## src/rtl/vd_frame_io_ctrl_if.sv

```systemverilog
// Frame I/O controller bus: host start/frame, decoder symbol/bit streams, status.
// slave = controller side, master = host/decoder side.
interface vd_frame_io_ctrl_if #(
    parameter int SYM_W      = 2,
    parameter int FRAME_SYMS = 8,
    parameter int OUT_BITS   = 8
);
    logic                        i_start;
    logic [SYM_W*FRAME_SYMS-1:0] i_frame;
    logic [SYM_W-1:0]            o_sym;
    logic                        o_sym_valid;
    logic                        i_dec_bit;
    logic                        i_dec_valid;
    logic [OUT_BITS-1:0]         o_word;
    logic                        o_word_valid;
    logic                        o_error;
    logic                        o_busy;
    logic                        o_tick;

    modport slave (
        input  i_start, i_frame, i_dec_bit, i_dec_valid,
        output o_sym, o_sym_valid, o_word, o_word_valid, o_error, o_busy, o_tick
    );

    modport master (
        output i_start, i_frame, i_dec_bit, i_dec_valid,
        input  o_sym, o_sym_valid, o_word, o_word_valid, o_error, o_busy, o_tick
    );
endinterface

```

## src/rtl/vd_frame_io_ctrl.sv

```systemverilog
// Single-clock frame I/O controller for the Viterbi decoder: streams a captured
// codeword out one symbol per tick and collects decoded bits into a word, with a
// stall timeout while waiting for the decoder.
module vd_frame_io_ctrl #(
    parameter int SYM_W         = 2,
    parameter int FRAME_SYMS    = 8,
    parameter int OUT_BITS      = 8,
    parameter int TICK_DIV      = 25,
    parameter int TIMEOUT_TICKS = 64
) (
    input  logic               i_clk,
    input  logic               i_rst_n,
    vd_frame_io_ctrl_if.slave  io
);
    localparam int FW  = SYM_W * FRAME_SYMS;
    localparam int TCW = (TICK_DIV > 1) ? $clog2(TICK_DIV) : 1;
    localparam int SCW = $clog2(FRAME_SYMS + 1);
    localparam int BCW = $clog2(OUT_BITS + 1);
    localparam int OCW = $clog2(TIMEOUT_TICKS + 1);

    typedef enum logic [1:0] {IDLE, SEND, WAIT_DEC, DONE} state_t;
    state_t state_q, state_d;

    logic [TCW-1:0]      tick_cnt_q;
    logic                tick;
    logic                start_q, armed_q, start_edge;
    logic [FW-1:0]       shreg_q;
    logic [SCW-1:0]      sym_cnt_q;
    logic [BCW-1:0]      bit_cnt_q;
    logic [OCW-1:0]      to_cnt_q;
    logic [SYM_W-1:0]    sym_q;
    logic                sym_vld_q;
    logic [OUT_BITS-1:0] word_q;
    logic                word_vld_q, err_q;

    logic busy, launch, bit_acc, last_bit, send_now, last_sym, to_hit;

    // Free-running symbol tick divider; with TICK_DIV=1 the tick is always high
    always_ff @(posedge i_clk or negedge i_rst_n) begin
        if (!i_rst_n)  tick_cnt_q <= '0;
        else if (tick) tick_cnt_q <= '0;
        else           tick_cnt_q <= tick_cnt_q + TCW'(1);
    end
    assign tick = (tick_cnt_q == TCW'(TICK_DIV - 1));

    // Start edge detect; armed_q blocks a level held high across reset from launching
    always_ff @(posedge i_clk or negedge i_rst_n) begin
        if (!i_rst_n) begin
            start_q <= 1'b0;
            armed_q <= 1'b0;
        end else begin
            start_q <= io.i_start;
            armed_q <= armed_q | ~io.i_start;
        end
    end
    assign start_edge = io.i_start & ~start_q & armed_q;

    // FSM state register
    always_ff @(posedge i_clk or negedge i_rst_n) begin
        if (!i_rst_n) state_q <= IDLE;
        else          state_q <= state_d;
    end

    // FSM next state; final decoded bit beats both last symbol and timeout
    always_comb begin
        state_d = state_q;
        case (state_q)
            IDLE, DONE: if (start_edge) state_d = SEND;
            SEND: begin
                if (last_bit)      state_d = DONE;
                else if (last_sym) state_d = WAIT_DEC;
            end
            WAIT_DEC: begin
                if (last_bit || to_hit) state_d = DONE;
            end
            default: state_d = IDLE;
        endcase
    end

    // FSM outputs: busy flag and frame launch qualification
    always_comb begin
        busy   = 1'b0;
        launch = 1'b0;
        case (state_q)
            IDLE, DONE:     launch = start_edge;
            SEND, WAIT_DEC: busy   = 1'b1;
            default:        ;
        endcase
    end

    assign bit_acc  = busy && io.i_dec_valid && (bit_cnt_q < BCW'(OUT_BITS));
    assign last_bit = bit_acc && (bit_cnt_q == BCW'(OUT_BITS - 1));
    // A completed word abandons the rest of the frame, even on a tick
    assign send_now = (state_q == SEND) && tick && !last_bit;
    assign last_sym = send_now && (sym_cnt_q == SCW'(FRAME_SYMS - 1));
    // Any decoder activity resets the stall window, so it cannot coincide with a bit
    assign to_hit   = (state_q == WAIT_DEC) && !io.i_dec_valid && tick &&
                      (to_cnt_q == OCW'(TIMEOUT_TICKS - 1));

    // Datapath: frame capture, symbol shift-out, bit collection, stall timer, status
    always_ff @(posedge i_clk or negedge i_rst_n) begin
        if (!i_rst_n) begin
            shreg_q    <= '0;
            sym_cnt_q  <= '0;
            bit_cnt_q  <= '0;
            to_cnt_q   <= '0;
            sym_q      <= '0;
            sym_vld_q  <= 1'b0;
            word_q     <= '0;
            word_vld_q <= 1'b0;
            err_q      <= 1'b0;
        end else begin
            sym_vld_q <= send_now;
            if (launch) begin
                shreg_q    <= io.i_frame;
                sym_cnt_q  <= '0;
                bit_cnt_q  <= '0;
                to_cnt_q   <= '0;
                word_q     <= '0;
                word_vld_q <= 1'b0;
                err_q      <= 1'b0;
            end
            if (send_now) begin
                sym_q     <= shreg_q[FW-1 -: SYM_W];
                shreg_q   <= shreg_q << SYM_W;
                sym_cnt_q <= sym_cnt_q + SCW'(1);
            end
            if (bit_acc) begin
                word_q    <= OUT_BITS'({word_q, io.i_dec_bit});
                bit_cnt_q <= bit_cnt_q + BCW'(1);
            end
            if (last_bit) word_vld_q <= 1'b1;
            if (state_q == WAIT_DEC) begin
                if (io.i_dec_valid) to_cnt_q <= '0;
                else if (tick)      to_cnt_q <= to_cnt_q + OCW'(1);
            end
            if (to_hit) err_q <= 1'b1;
        end
    end

    assign io.o_sym        = sym_q;
    assign io.o_sym_valid  = sym_vld_q;
    assign io.o_word       = word_q;
    assign io.o_word_valid = word_vld_q;
    assign io.o_error      = err_q;
    assign io.o_busy       = busy;
    assign io.o_tick       = tick;
endmodule
```

## src/flat_wrapper.sv

```systemverilog
// flat-port wrapper written by rule: the top's interface ports become plain ports
module vd_frame_io_ctrl_flat 
#(
    parameter int SYM_W         = 2,
    parameter int FRAME_SYMS    = 8,
    parameter int OUT_BITS      = 8,
    parameter int TICK_DIV      = 25,
    parameter int TIMEOUT_TICKS = 64
)
  (i_clk, i_rst_n, io_i_start, io_i_frame, io_i_dec_bit, io_i_dec_valid, io_o_sym, io_o_sym_valid, io_o_word, io_o_word_valid, io_o_error, io_o_busy, io_o_tick);
  vd_frame_io_ctrl_if #(.SYM_W(SYM_W), .FRAME_SYMS(FRAME_SYMS), .OUT_BITS(OUT_BITS)) io_i ();
  input  logic i_clk;
  input  logic i_rst_n;
  input wire logic [$bits(io_i.i_start)-1:0] io_i_start;
  input wire logic [$bits(io_i.i_frame)-1:0] io_i_frame;
  input wire logic [$bits(io_i.i_dec_bit)-1:0] io_i_dec_bit;
  input wire logic [$bits(io_i.i_dec_valid)-1:0] io_i_dec_valid;
  output wire logic [$bits(io_i.o_sym)-1:0] io_o_sym;
  output wire logic [$bits(io_i.o_sym_valid)-1:0] io_o_sym_valid;
  output wire logic [$bits(io_i.o_word)-1:0] io_o_word;
  output wire logic [$bits(io_i.o_word_valid)-1:0] io_o_word_valid;
  output wire logic [$bits(io_i.o_error)-1:0] io_o_error;
  output wire logic [$bits(io_i.o_busy)-1:0] io_o_busy;
  output wire logic [$bits(io_i.o_tick)-1:0] io_o_tick;
  assign io_i.i_start = io_i_start;
  assign io_i.i_frame = io_i_frame;
  assign io_i.i_dec_bit = io_i_dec_bit;
  assign io_i.i_dec_valid = io_i_dec_valid;
  assign io_o_sym = io_i.o_sym;
  assign io_o_sym_valid = io_i.o_sym_valid;
  assign io_o_word = io_i.o_word;
  assign io_o_word_valid = io_i.o_word_valid;
  assign io_o_error = io_i.o_error;
  assign io_o_busy = io_i.o_busy;
  assign io_o_tick = io_i.o_tick;
  vd_frame_io_ctrl #(.SYM_W(SYM_W), .FRAME_SYMS(FRAME_SYMS), .OUT_BITS(OUT_BITS), .TICK_DIV(TICK_DIV), .TIMEOUT_TICKS(TIMEOUT_TICKS)) u_core (.i_clk(i_clk), .i_rst_n(i_rst_n), .io(io_i));
endmodule
```

## config.mk

```make
export PLATFORM = sky130hd
export DESIGN_NAME = vd_frame_io_ctrl_flat
export DESIGN_NICKNAME = d
export VERILOG_FILES = /design/src/rtl/vd_frame_io_ctrl_if.sv /design/src/rtl/vd_frame_io_ctrl.sv /design/src/flat_wrapper.sv
export SDC_FILE = /design/constraint.sdc
export NUM_CORES = 1
export LEC_CHECK = 0
export CAP_MARGIN = 0
export CORE_MARGIN = 10
export CORE_UTILIZATION = 49
export DETAILED_ROUTE_END_ITERATION = 12
export GPL_ROUTABILITY_DRIVEN = 0
export PLACE_DENSITY = 0.76
export SLEW_MARGIN = 20
export SYNTH_ARGS = -nofsm -noshare
export SYNTH_HDL_FRONTEND = slang
export SYNTH_SLANG_ARGS = --single-unit
```

## constraint.sdc

```tcl
create_clock -name i_clk -period 2.3 [get_ports i_clk]
set_input_delay 0.23 -clock i_clk [delete_from_list [all_inputs] [get_ports i_clk]]
set_output_delay 0.23 -clock i_clk [all_outputs]
set_load 0.01 [all_outputs]
```

==> summary.txt <==
Setup path
  • Worst Path Max Fanout: 5
  • CP startpoint kind: flop
  • R2r worst-path depth: 7
  • R2r endpoint: u_core.sym_cnt_q[3]
  • Reg2Reg Launch Point: u_core.state_q[0]
  • CP Data Arrival Time: 1.93 ns
  • Worst Path Required: 2.07 ns
  • Worst R2R Setup Slack: 0.16 ns
  • Critical Path End Type: output pin
  • Crit Path Class: reg -> out

Die
  • Core Rows: 25
  • Chip Width: 91.41 µm
  • DIE AREA: 0.008356 mm²
  • Io pins: 36
  • Core Region: 0.004817 mm²
  • Initial Utilization: 51.87%
  • Chip Height: 91.41 µm

Finish
  • FF+latch area: 0.001326 mm²
  • Util after Layout: 63.53%
  • Area grow syn2layout: 22.48%
  • Nets: 338
  • Layout fillers: 437
  • Layout cell share with drive strength beyond 1: 7.074%
  • Ant diodes: 0
  • Fin area: 0.003060 mm²
  • Post-Layout Cell Count: 378
  • Multi-input gate area: 0.001087 mm²

Placed design
  • Placed Cells: 369
  • Placed Area: 0.002955 mm²
  • HPWL Detailed: 3.800 mm
  • IO buf count: 35

Detailed routing
  • Vias per cell: 5.214
  • Drt pass-1 iters: 4
  • Final WL: 5.369 mm
  • Via Count: 1971
  • DRT iter0 DRCs: 161
  • Wire per inst: 14.20 µm
  • Post-route ant nets: 0
  • Drt drc: 0

Logic synthesis
  • #FFs+latches synth: 53
  • Syn nets: 299
  • Cell Area, Synth: 0.002499 mm²
  • Top cell type's share of synthesized area: 53.08%
  • Post-synth EDFFs: 0
  • Main flop type after synthesis: dfrtp_1
  • Top post-synthesis cells by area: dfrtp_1 53%, nand2_1 11%, o21ai_0 4.4%, nor2_1 3.6%, a31oi_1 3.5%
  • Mean Syn Cell Area: 9.220 µm²
  • Asr flop ratio synth: 100.0%
  • Yosys top cell by area: dfrtp_1
  • Gate Count Post-Synth: 271
  • Post-synth top cells: 72 x nand2_1, 53 x dfrtp_1, 24 x nor2_1
  • Synth cell types: 38
  • YS warnings: 0
  • Most frequent cell after synthesis: nand2_1
  • Post-synthesis sequential area ratio: 53.08%

Power and ir drop
  • PD cells: 849.6 mW/mm²
  • Int Pwr: 1.734 mW
  • Switching Fraction: 33.32%
  • Comb pwr share: 28.8%
  • Clk pwr share: 21.4%
  • Peak supply drop: 0.5194 mV
  • Leakage power: 1.413 nW
  • Psw: 0.8663 mW
  • Flop pwr share: 49.8%

Flow run
  • Max-Cap Viols: 0

Timing
  • Final Cycle Share: 93.89%
  • RSZ-0062 raised after global routing: no
  • Fin Setup TNS: 0 ns
  • Final hold vios: 0
  • Fin Clk Skew: 0.01763 ns
  • Slew Limit Fails: 0
  • Max Fclk: 463.1 MHz
  • Max-slew headroom: 60.31%
  • Tmin final: 2.159 ns
  • Final setup viols: 0
  • Worst-Margin Slew: 0.5954 ns

Run status
  • Status: complete, no violations

CTS
  • Setup Fix Bufs, Post-CTS: 0
  • Post-cts resize count: 0
  • Clock Path Buffers: 2
  • Root Buffer: clkbuf_8
  • Cts hold-fix bufs: 1
  • Clock Latency Late Sink: 0.33 ns
  • CTS H-Tree Depth: 2
  • CTS buffer count: 5
  • CTS tree: yes
  • # clock sinks: 53
  • CTS clk-pin slew, worst paths: 0.11 ns

Global route
  • Initial antenna violation count: 0
  • Largest net degree at the start of global routing: 35
  • Tot GR Track Use: 13.46%
  • Total gr overflow: 0
  • Number of global-route vias before repair: 2014
  • Global-route wire length before repair: 9.321 mm

Min path
  • Hold Path Class: in -> async
-- worst max path at each step --
stage,startpoint,to
global placement,io_i_dec_valid,u_core.sym_cnt_q[3]
detailed placement,io_i_dec_valid,u_core.sym_cnt_q[3]
global route,u_core.tick_cnt_q[0],io_o_tick
finish,u_core.tick_cnt_q[0],io_o_tick
CTS,u_core.tick_cnt_q[0],io_o_tick
floorplan,u_core.state_q[0],u_core.sym_cnt_q[3]
-- cells by family (layout without fill, tap and decap cells) --
kind of cell | after synthesis | in the layout | share of synthesized area (%)
mux | 4 | 4 | 1.853
compound gates | 59 | 59 | 15.32
flops | 53 | 53 | 53.08
fa+ha+maj | 7 | 7 | 3.505
xor+xnor | 7 | 7 | 2.454
buf+inv | 21 | 61 | 3.405
simple gates | 120 | 120 | 20.38
-- cells in the final DEF (no fill, tap or decap), types with 2 or more instances in the layout --
| master | n |
|---|---|
| nor2_1 | 24 |
| nand3_1 | 10 |
| a21oi_1 | 3 |
| a21o_1 | 2 |
| ha_1 | 7 |
| inv_1 | 7 |
| and4b_1 | 2 |
| nand2_1 | 72 |
| clkinvlp_4 | 2 |
| a22oi_1 | 6 |
| buf_4 | 8 |
| clkdlybuf4s50_1 | 34 |
| nor3_1 | 2 |
| clkbuf_8 | 5 |
| xor2_1 | 4 |
| nor2b_1 | 3 |
| o31ai_1 | 2 |
| a211oi_1 | 2 |
| xnor2_1 | 3 |
| o41ai_1 | 2 |
| a31oi_1 | 14 |
| mux2i_1 | 2 |
| o21ai_0 | 22 |
| dfrtp_1 | 53 |
| o211ai_1 | 2 |
-- power by group through the flow --
stage	clock, mW	sequential, mW	combinational (mW)
2_1_floorplan	0	1.30	0.409
3_3_place_gp	0	1.31	0.731
3_5_place_dp	0	1.31	0.758
4_1_cts	0.567	1.29	0.762
5_1_grt	0.611	1.32	0.860
6_report	0.557	1.29	0.749
-- registers in the layout, indices dropped and copies added (netlist names) --
signal                  flops
u_core.bit_cnt_q            4
u_core.armed_q              1
u_core.shreg_q             16
u_core.sym_cnt_q            4
u_core.io.o_sym             2
u_core.io.o_word_valid      1
u_core.to_cnt_q             7
u_core.io.o_sym_valid       1
u_core.tick_cnt_q           5
u_core.state_q              2
u_core.io.o_word            8
u_core.start_q              1
u_core.io.o_error           1
-- through the flow --
step / total power [mW] / setup WS [ns] / hold slack (ns)
after floorplan: 1.711 / 0.09469 / -0.06559
after global placement: 2.037 / 0.1993 / 0.2692
after detailed placement: 2.064 / 0.1663 / 0.2684
after CTS: 2.622 / 0.1262 / 0.4370
after global routing: 2.793 / 0.06188 / 0.4564
final: 2.600 / 0.1405 / 0.4282
-- cell type report --
cell class | instances | area share [%]
clock inverters | 3 | 0.8585
inverters | 8 | 1.063
clock buffers | 5 | 2.249
flip-flops and latches | 53 | 43.34
multi-input cells | 197 | 35.53
repair buffers | 45 | 14.23
well taps | 67 | 2.739
-- per-layer routing --
layer | global-route usage (%) | share of wire, % | up-vias
met5 | 0 | 0 | -
met4 | 5.222 | 1.7 | 0
met3 | 4.527 | 5.8 | 8
met2 | 21.86 | 47 | 36
met1 | 16.03 | 45 | 922
li1 | - | - | 1005
-- worst max-delay path, stage by stage, from the launching register on --
cell	delay, ns
dfrtp_1	0.42
inv_1	0.07
ha_1	0.15
and4b_1	0.38
clkdlybuf4s50_1	0.60
Power figures use the tool's default switching activity.
